### config.mk
export PLATFORM = sky130hd
export DESIGN_NAME = vadd_fxp_wb_buffer
export DESIGN_NICKNAME = d
export VERILOG_FILES = /design/src/rtl/vadd_fxp_wb_buffer.sv
export SDC_FILE = /design/constraint.sdc
export NUM_CORES = 1
export LEC_CHECK = 0
export CORE_MARGIN = 8
export CORE_UTILIZATION = 50
export DETAILED_ROUTE_END_ITERATION = 8
export DONT_BUFFER_PORTS = 1
export PLACE_DENSITY_LB_ADDON = 0.2
export SYNTH_ARGS = -nofsm -noshare
export SYNTH_HDL_FRONTEND = slang
export SYNTH_SLANG_ARGS = --single-unit
### constraint.sdc
create_clock -name clk -period 16.18 [get_ports clk]
set_input_delay 1.618 -clock clk [delete_from_list [all_inputs] [get_ports clk]]
set_output_delay 1.618 -clock clk [all_outputs]
set_load 0.005 [all_outputs]
### src/rtl/vadd_fxp_wb_buffer.sv
`default_nettype none
// ============================================================================
// Module   : vadd_fxp_wb_buffer
// Function : rounds averaging-add beats, then buffers result beats in a
//            first-word-fall-through FIFO ahead of the VRF write port.
// Revision : 1.0 - initial release
// ============================================================================
module vadd_fxp_wb_buffer #(
  parameter int DATA_WIDTH = 64,
  parameter int BE_WIDTH   = DATA_WIDTH/8,
  parameter int ADDR_WIDTH = 32,
  parameter int DEPTH      = 4,
  parameter int CNT_WIDTH  = $clog2(DEPTH)+1
) (
  input  logic                  clk,
  input  logic                  rst,
  input  logic                  in_valid,
  input  logic [DATA_WIDTH-1:0] in_vec,
  input  logic [ADDR_WIDTH-1:0] in_addr,
  input  logic [BE_WIDTH-1:0]   in_be,
  input  logic                  in_mask,
  input  logic                  in_fxp,
  input  logic [BE_WIDTH-1:0]   in_vd,
  input  logic [BE_WIDTH-1:0]   in_vd1,
  input  logic [1:0]            in_sew,
  input  logic [1:0]            in_vxrm,
  input  logic                  wb_ready,
  output logic                  wb_valid,
  output logic [DATA_WIDTH-1:0] wb_data,
  output logic [ADDR_WIDTH-1:0] wb_addr,
  output logic [BE_WIDTH-1:0]   wb_be,
  output logic                  wb_mask,
  output logic [CNT_WIDTH-1:0]  fifo_count,
  output logic                  almost_full,
  output logic                  err_overflow
);
  localparam int                   c_PTR_W = $clog2(DEPTH);
  localparam int                   c_BI_W  = $clog2(BE_WIDTH);
  localparam logic [CNT_WIDTH-1:0] c_FULL  = CNT_WIDTH'(DEPTH);
  localparam logic [CNT_WIDTH-1:0] c_AFULL = CNT_WIDTH'(DEPTH-1);

  logic                  r_valid;
  logic [DATA_WIDTH-1:0] r_vec;
  logic [ADDR_WIDTH-1:0] r_addr;
  logic [BE_WIDTH-1:0]   r_be;
  logic                  r_mask;
  logic                  r_fxp;
  logic [BE_WIDTH-1:0]   r_vd;
  logic [BE_WIDTH-1:0]   r_vd1;
  logic [1:0]            r_sew;
  logic [1:0]            r_vxrm;

  always_ff @(posedge clk) begin
    if (rst) begin
      r_valid <= 1'b0;
      r_vec   <= '0;
      r_addr  <= '0;
      r_be    <= '0;
      r_mask  <= 1'b0;
      r_fxp   <= 1'b0;
      r_vd    <= '0;
      r_vd1   <= '0;
      r_sew   <= '0;
      r_vxrm  <= '0;
    end else begin
      r_valid <= in_valid;
      if (in_valid) begin
        r_vec  <= in_vec;
        r_addr <= in_addr;
        r_be   <= in_be;
        r_mask <= in_mask;
        r_fxp  <= in_fxp;
        r_vd   <= in_vd;
        r_vd1  <= in_vd1;
        r_sew  <= in_sew;
        r_vxrm <= in_vxrm;
      end
    end
  end

  function automatic logic rnd_inc(input logic [1:0] vxrm, input logic d, input logic d1);
    case (vxrm)
      2'd0:    return d1;
      2'd1:    return d1 & d;
      2'd2:    return 1'b0;
      default: return ~d & d1;
    endcase
  endfunction

  logic                  w_do_round;
  logic [c_BI_W-1:0]     w_emask;
  logic [BE_WIDTH-1:0]   w_carry;
  logic [DATA_WIDTH-1:0] w_rnd;

  assign w_do_round = r_fxp & ~r_mask;
  assign w_carry[0] = 1'b0;

  always_comb begin
    w_emask = '0;
    case (r_sew)
      2'd0:    w_emask = c_BI_W'(0);
      2'd1:    w_emask = c_BI_W'(1);
      2'd2:    w_emask = c_BI_W'(3);
      default: w_emask = c_BI_W'(7);
    endcase
  end

  // Byte-lane ripple adder: a lane that starts an element injects its own
  // increment, every other lane takes the carry from the lane below.
  for (genvar i = 0; i < BE_WIDTH; i++) begin : g_lane
    localparam logic [c_BI_W-1:0] c_IDX = c_BI_W'(i);
    logic [c_BI_W-1:0] w_base;
    logic              w_cin;
    assign w_base = c_IDX & ~w_emask;
    assign w_cin  = (w_base == c_IDX) ?
                    (w_do_round & rnd_inc(r_vxrm, r_vd[w_base], r_vd1[w_base])) :
                    w_carry[i];
    if (i < BE_WIDTH-1) begin : g_mid
      assign {w_carry[i+1], w_rnd[8*i +: 8]} = {1'b0, r_vec[8*i +: 8]} + {8'b0, w_cin};
    end else begin : g_top
      assign w_rnd[8*i +: 8] = r_vec[8*i +: 8] + {7'b0, w_cin};
    end
  end

  logic [DATA_WIDTH-1:0] r_mem_data [DEPTH];
  logic [ADDR_WIDTH-1:0] r_mem_addr [DEPTH];
  logic [BE_WIDTH-1:0]   r_mem_be   [DEPTH];
  logic [DEPTH-1:0]      r_mem_mask;
  logic [c_PTR_W-1:0]    r_wr_ptr;
  logic [c_PTR_W-1:0]    r_rd_ptr;
  logic [CNT_WIDTH-1:0]  r_count;
  logic                  r_wb_valid;
  logic [DATA_WIDTH-1:0] r_wb_data;
  logic [ADDR_WIDTH-1:0] r_wb_addr;
  logic [BE_WIDTH-1:0]   r_wb_be;
  logic                  r_wb_mask;
  logic                  r_almost_full;
  logic                  r_err_overflow;

  logic                  w_pop;
  logic                  w_push;
  logic                  w_drop;
  logic                  w_bypass;
  logic [c_PTR_W-1:0]    w_rd_nxt;
  logic [CNT_WIDTH-1:0]  w_cnt_nxt;

  assign w_pop     = r_wb_valid & wb_ready;
  assign w_push    = r_valid & ((r_count != c_FULL) | w_pop);
  assign w_drop    = r_valid & (r_count == c_FULL) & ~w_pop;
  assign w_rd_nxt  = r_rd_ptr + c_PTR_W'(w_pop);
  assign w_cnt_nxt = r_count + CNT_WIDTH'(w_push) - CNT_WIDTH'(w_pop);
  // Pushed beat becomes the head only when nothing older survives this edge.
  assign w_bypass  = w_push & (r_count == CNT_WIDTH'(w_pop));

  always_ff @(posedge clk) begin
    if (w_push) begin
      r_mem_data[r_wr_ptr] <= w_rnd;
      r_mem_addr[r_wr_ptr] <= r_addr;
      r_mem_be[r_wr_ptr]   <= r_be;
      r_mem_mask[r_wr_ptr] <= r_mask;
    end
  end

  always_ff @(posedge clk) begin
    if (rst) begin
      r_wr_ptr       <= '0;
      r_rd_ptr       <= '0;
      r_count        <= '0;
      r_wb_valid     <= 1'b0;
      r_wb_data      <= '0;
      r_wb_addr      <= '0;
      r_wb_be        <= '0;
      r_wb_mask      <= 1'b0;
      r_almost_full  <= 1'b0;
      r_err_overflow <= 1'b0;
    end else begin
      r_wr_ptr      <= r_wr_ptr + c_PTR_W'(w_push);
      r_rd_ptr      <= w_rd_nxt;
      r_count       <= w_cnt_nxt;
      r_wb_valid    <= (w_cnt_nxt != '0);
      r_almost_full <= (w_cnt_nxt >= c_AFULL);
      if (w_drop) r_err_overflow <= 1'b1;
      if (w_cnt_nxt != '0) begin
        r_wb_data <= w_bypass ? w_rnd  : r_mem_data[w_rd_nxt];
        r_wb_addr <= w_bypass ? r_addr : r_mem_addr[w_rd_nxt];
        r_wb_be   <= w_bypass ? r_be   : r_mem_be[w_rd_nxt];
        r_wb_mask <= w_bypass ? r_mask : r_mem_mask[w_rd_nxt];
      end
    end
  end

  assign wb_valid     = r_wb_valid;
  assign wb_data      = r_wb_data;
  assign wb_addr      = r_wb_addr;
  assign wb_be        = r_wb_be;
  assign wb_mask      = r_wb_mask;
  assign fifo_count   = r_count;
  assign almost_full  = r_almost_full;
  assign err_overflow = r_err_overflow;

endmodule
`default_nettype wire

==> key figures <==
Cells and area
  • Non-filler cells, final: 2300
  • FF+latch area: 17500 sq um
  • FILL cells: 4022
  • Fin nets: 1708
  • Synthesis-to-finish area growth: 11.9%
  • Layout cells sized above 1: 0.150
  • Multi-input logic area: 7440 sq um

Route
  • Max Used Layer: met5
  • Via Count: around 14000
  • Met2 wire len: 30100 um
  • Metal-1 WL: between 20000 and 25000 um
  • Drt total wl: 60900 um
  • Antenna-violating nets left: 0
  • Met3 wire length: roughly 4700 um
  • Vias/cell: 5.99
  • Drc violations: 0
  • 1st-pass router iterations: 5
  • Drt first-iter violations: between 1000 and 1500
  • Drt wl/cell: 26.5 um

Pwr
  • Maximum vdd drop: about 0.000094 V
  • P_leak: 0.0104 uW
  • Pwr dens: ~160 nW/um^2

Floorplanning
  • Core ar.: roughly 50000 sq um
  • Die height: approximately 240 um
  • Die Width: 241 um
  • Row cnt: 82
  • Starting Density: 0.506
  • Number of top-level design ports: 241
  • Die area: 58100 sq um

Logic synthesis
  • YS warnings: 0
  • Synthesized area per cell: 16.2 sq um
  • Post-synth ARST share: 0
  • Syn Inst Count: around 1600
  • Register area share after synthesis: 0.689
  • Ys flop type: edfxtp_1
  • Library cells used by synthesis: 42
  • Post-synth top area share: 0.498
  • Largest cells by area after synthesis: edfxtp_1 50%, dfxtp_1 19%, mux4_2 9.3%, mux2i_1 5.1%, a221o_1 4.0%
  • Net Count, Synth: 1713
  • Yosys reg bits: 662
  • Synth Cell Area: around 25000 sq um
  • Number of synthesized flops with an enable pin: 420
  • Synth area leader: edfxtp_1

Global routing
  • Initial antenna violation count: 15
  • First-pass GRT wire length: 91000 um
  • Largest net degree at the start of global routing: 143
  • Number of global-route vias before repair: 14100
  • GR Overflow Total: 0
  • GRT Util Overall: 0.210

Timing
  • RSZ-0062 raised after global routing: false
  • Period utilisation layout: 0.516
  • Worst rel slew slack: 0.282
  • Minimum clock period: 8.36 ns
  • # setup viols final: 0
  • Hold Vio Cnt, Final: 0
  • Final setup margin: 7.82 ns
  • Tightest Pin Transition: roughly 1.1 ns
  • Clock skew: 0.0169 ns
  • Final Max Slew Viols: 0
  • Post-route setup TNS: 0 ns
  • Fmax: 0.120 GHz

Clock tree
  • Clock Pin Slew Worst Setup and Hold Paths: 0.06 ns
  • CTS sink cnt: between 600 and 700
  • TritonCTS clock tree: yes
  • Setup bufs post-CTS: 0
  • Post_cts resized: 0
  • Clock Tree Buf Depth: 3
  • CTS Buf Count: just over 70
  • H-tree Lvls: 3
  • Hold_buf cts: 0
  • Skew-Pair Late Insertion Delay: 0.60 ns
  • Root Driver: clkbuf_16

Worst hold path
  • Worst hold path class: reg -> reg
  • Cell count of the worst hold path: 2

Place
  • Detailed placement HPWL: 35600 um
  • Placed Cells: 2156
  • Number of port buffers: 0
  • Place WS: 7.83 ns
  • GPL Wtd Cong: between 0.7 and 0.8

Setup path
  • Worst path most repeated cell: ha_1
  • Crit path buffers/inverters: 0
  • Critical Path RT: 16.65 ns
  • Slowest cell on the critical path: dfxtp_1
  • Crit. path cell count: 38
  • CP endpoint kind: flip-flop
  • Crit path max fanout: 10
  • FF-to-FF setup slack: 7.82 ns
  • Critical Path Source Type: flip-flop
  • CP Data Arrival Time: 8.83 ns
  • R2R cell count: 38
  • CP peak stage delay: 0.62 ns
  • Crit-path leading delay family: adder cells
  • WS Path Type: reg -> reg

Outcome
  • Status: finished, final reports clean

Job
  • Max Cap Violations: 0
[worst min-delay path, stage by stage, from the launching register on]
cell and delay [ns]:
dfxtp_1 0.32, mux2i_1 0.06, nor2_1 0.07
[cell usage after synthesis, types with 16 or more instances]
library cell / instances
and3_1: 109
dfxtp_1: 242
mux2i_1: 128
edfxtp_1: 420
xor2_1: 16
a221o_1: 100
xnor2_1: 37
ha_1: 20
clkbuf_1: 51
nand3_1: 34
nor2_1: 144
mux4_2: 105
buf_2: 35
nand2_1: 24
[where the power goes]
| group | switching, uW | internal (uW) | total, uW |
|---|---|---|---|
| Sequential | 142 | 1960 | 2110 |
| Clock | 641 | 979 | 1620 |
| Combinational | 478 | 431 | 909 |
| Total | 1260 | 3370 | 4630 |
[routing by layer]
layer  global-route usage  vias up
met3               0.0716      101
met1                0.262     7157
met2                0.344      384
li1                     -     6129
met4               0.0696        8
met5                    0        -
[through the flow]
step | util | power [uW] | cell area [sq um] | hold WS [ns]
after CTS | 0.565 | 4700 | 28300 | 0.491
final | 0.566 | 4630 | 28300 | 0.486
after global routing | 0.566 | 4840 | 28300 | 0.522
after global placement | 0.518 | 3050 | 25900 | 0.468
after floorplan | - | 2810 | 25300 | 0.452
after detailed placement | 0.518 | 3070 | 25900 | 0.479
[cell type report]
| cell class | instances | share of cell area |
|---|---|---|
| clock buffer | 112 | 0.0772 |
| clock inverter | 20 | 0.00658 |
| sequential | 662 | 0.616 |
| tap | 672 | 0.0297 |
| inverter | 6 | 0.000795 |
| timing repair buffer | 23 | 0.00609 |
| antenna | 12 | 0.00106 |
| multi-input combinational | 793 | 0.263 |
[final timing paths]
| path | startpoint | end |
|---|---|---|
| setup / recovery | r_vxrm[1]$_SDFFE_PP0P_ | wb_data[63]$_SDFFE_PP0P_ |
| hold / removal | r_vd1[0]$_SDFFE_PP0P_ | r_vd1[0]$_SDFFE_PP0P_ |
| setup reg to reg | r_vxrm[1]$_SDFFE_PP0P_ | wb_data[63]$_SDFFE_PP0P_ |
| hold reg to reg | r_vd1[0]$_SDFFE_PP0P_ | r_vd1[0]$_SDFFE_PP0P_ |
[cells by family after synthesis]
group | after synthesis | synth area share
flops | 662 | 0.689
compound gates | 134 | 0.0486
simple gates | 351 | 0.0685
fa+ha+maj | 21 | 0.0107
buf+inv | 107 | 0.0201
mux | 233 | 0.144
xor+xnor | 54 | 0.0193
[layout by cell type, fill, tap and decap left out, types with 4 or more instances in the layout]
| cell | netlist | layout |
|---|---|---|
| nand2_1 | 24 | 24 |
| nor3_1 | 5 | 4 |
| ha_1 | 20 | 19 |
| clkinv_2 | 0 | 7 |
| nor2b_1 | 12 | 11 |
| a311oi_1 | 4 | 4 |
| o21ai_0 | 10 | 10 |
| nor2_1 | 144 | 144 |
| clkinv_1 | 0 | 5 |
| dfxtp_1 | 242 | 242 |
| nand4_1 | 9 | 9 |
| clkbuf_8 | 0 | 13 |
| edfxtp_1 | 420 | 420 |
| a21o_1 | 5 | 5 |
| mux2i_1 | 128 | 128 |
| inv_1 | 6 | 6 |
| nand3_1 | 34 | 34 |
| a221o_1 | 100 | 100 |
| xor2_1 | 16 | 15 |
| clkbuf_1 | 51 | 22 |
| or3_1 | 4 | 4 |
| mux4_2 | 105 | 105 |
| buf_4 | 3 | 23 |
| xnor2_1 | 37 | 37 |
| diode_2 | 0 | 12 |
| and3_1 | 109 | 108 |
| clkbuf_16 | 0 | 77 |
[flip-flops by register name (all words and copies together), names as in the netlist, 3 cells and up]
signal / cells
wb_data: 64
wb_be: 8
r_vec: 64
r_vd1: 8
r_addr: 32
fifo_count: 3
r_vd: 8
r_mem_data: 256
r_mem_mask: 4
r_mem_be: 32
r_be: 8
r_mem_addr: 128
wb_addr: 32
Note: power is estimated with default switching activity, not from simulation.
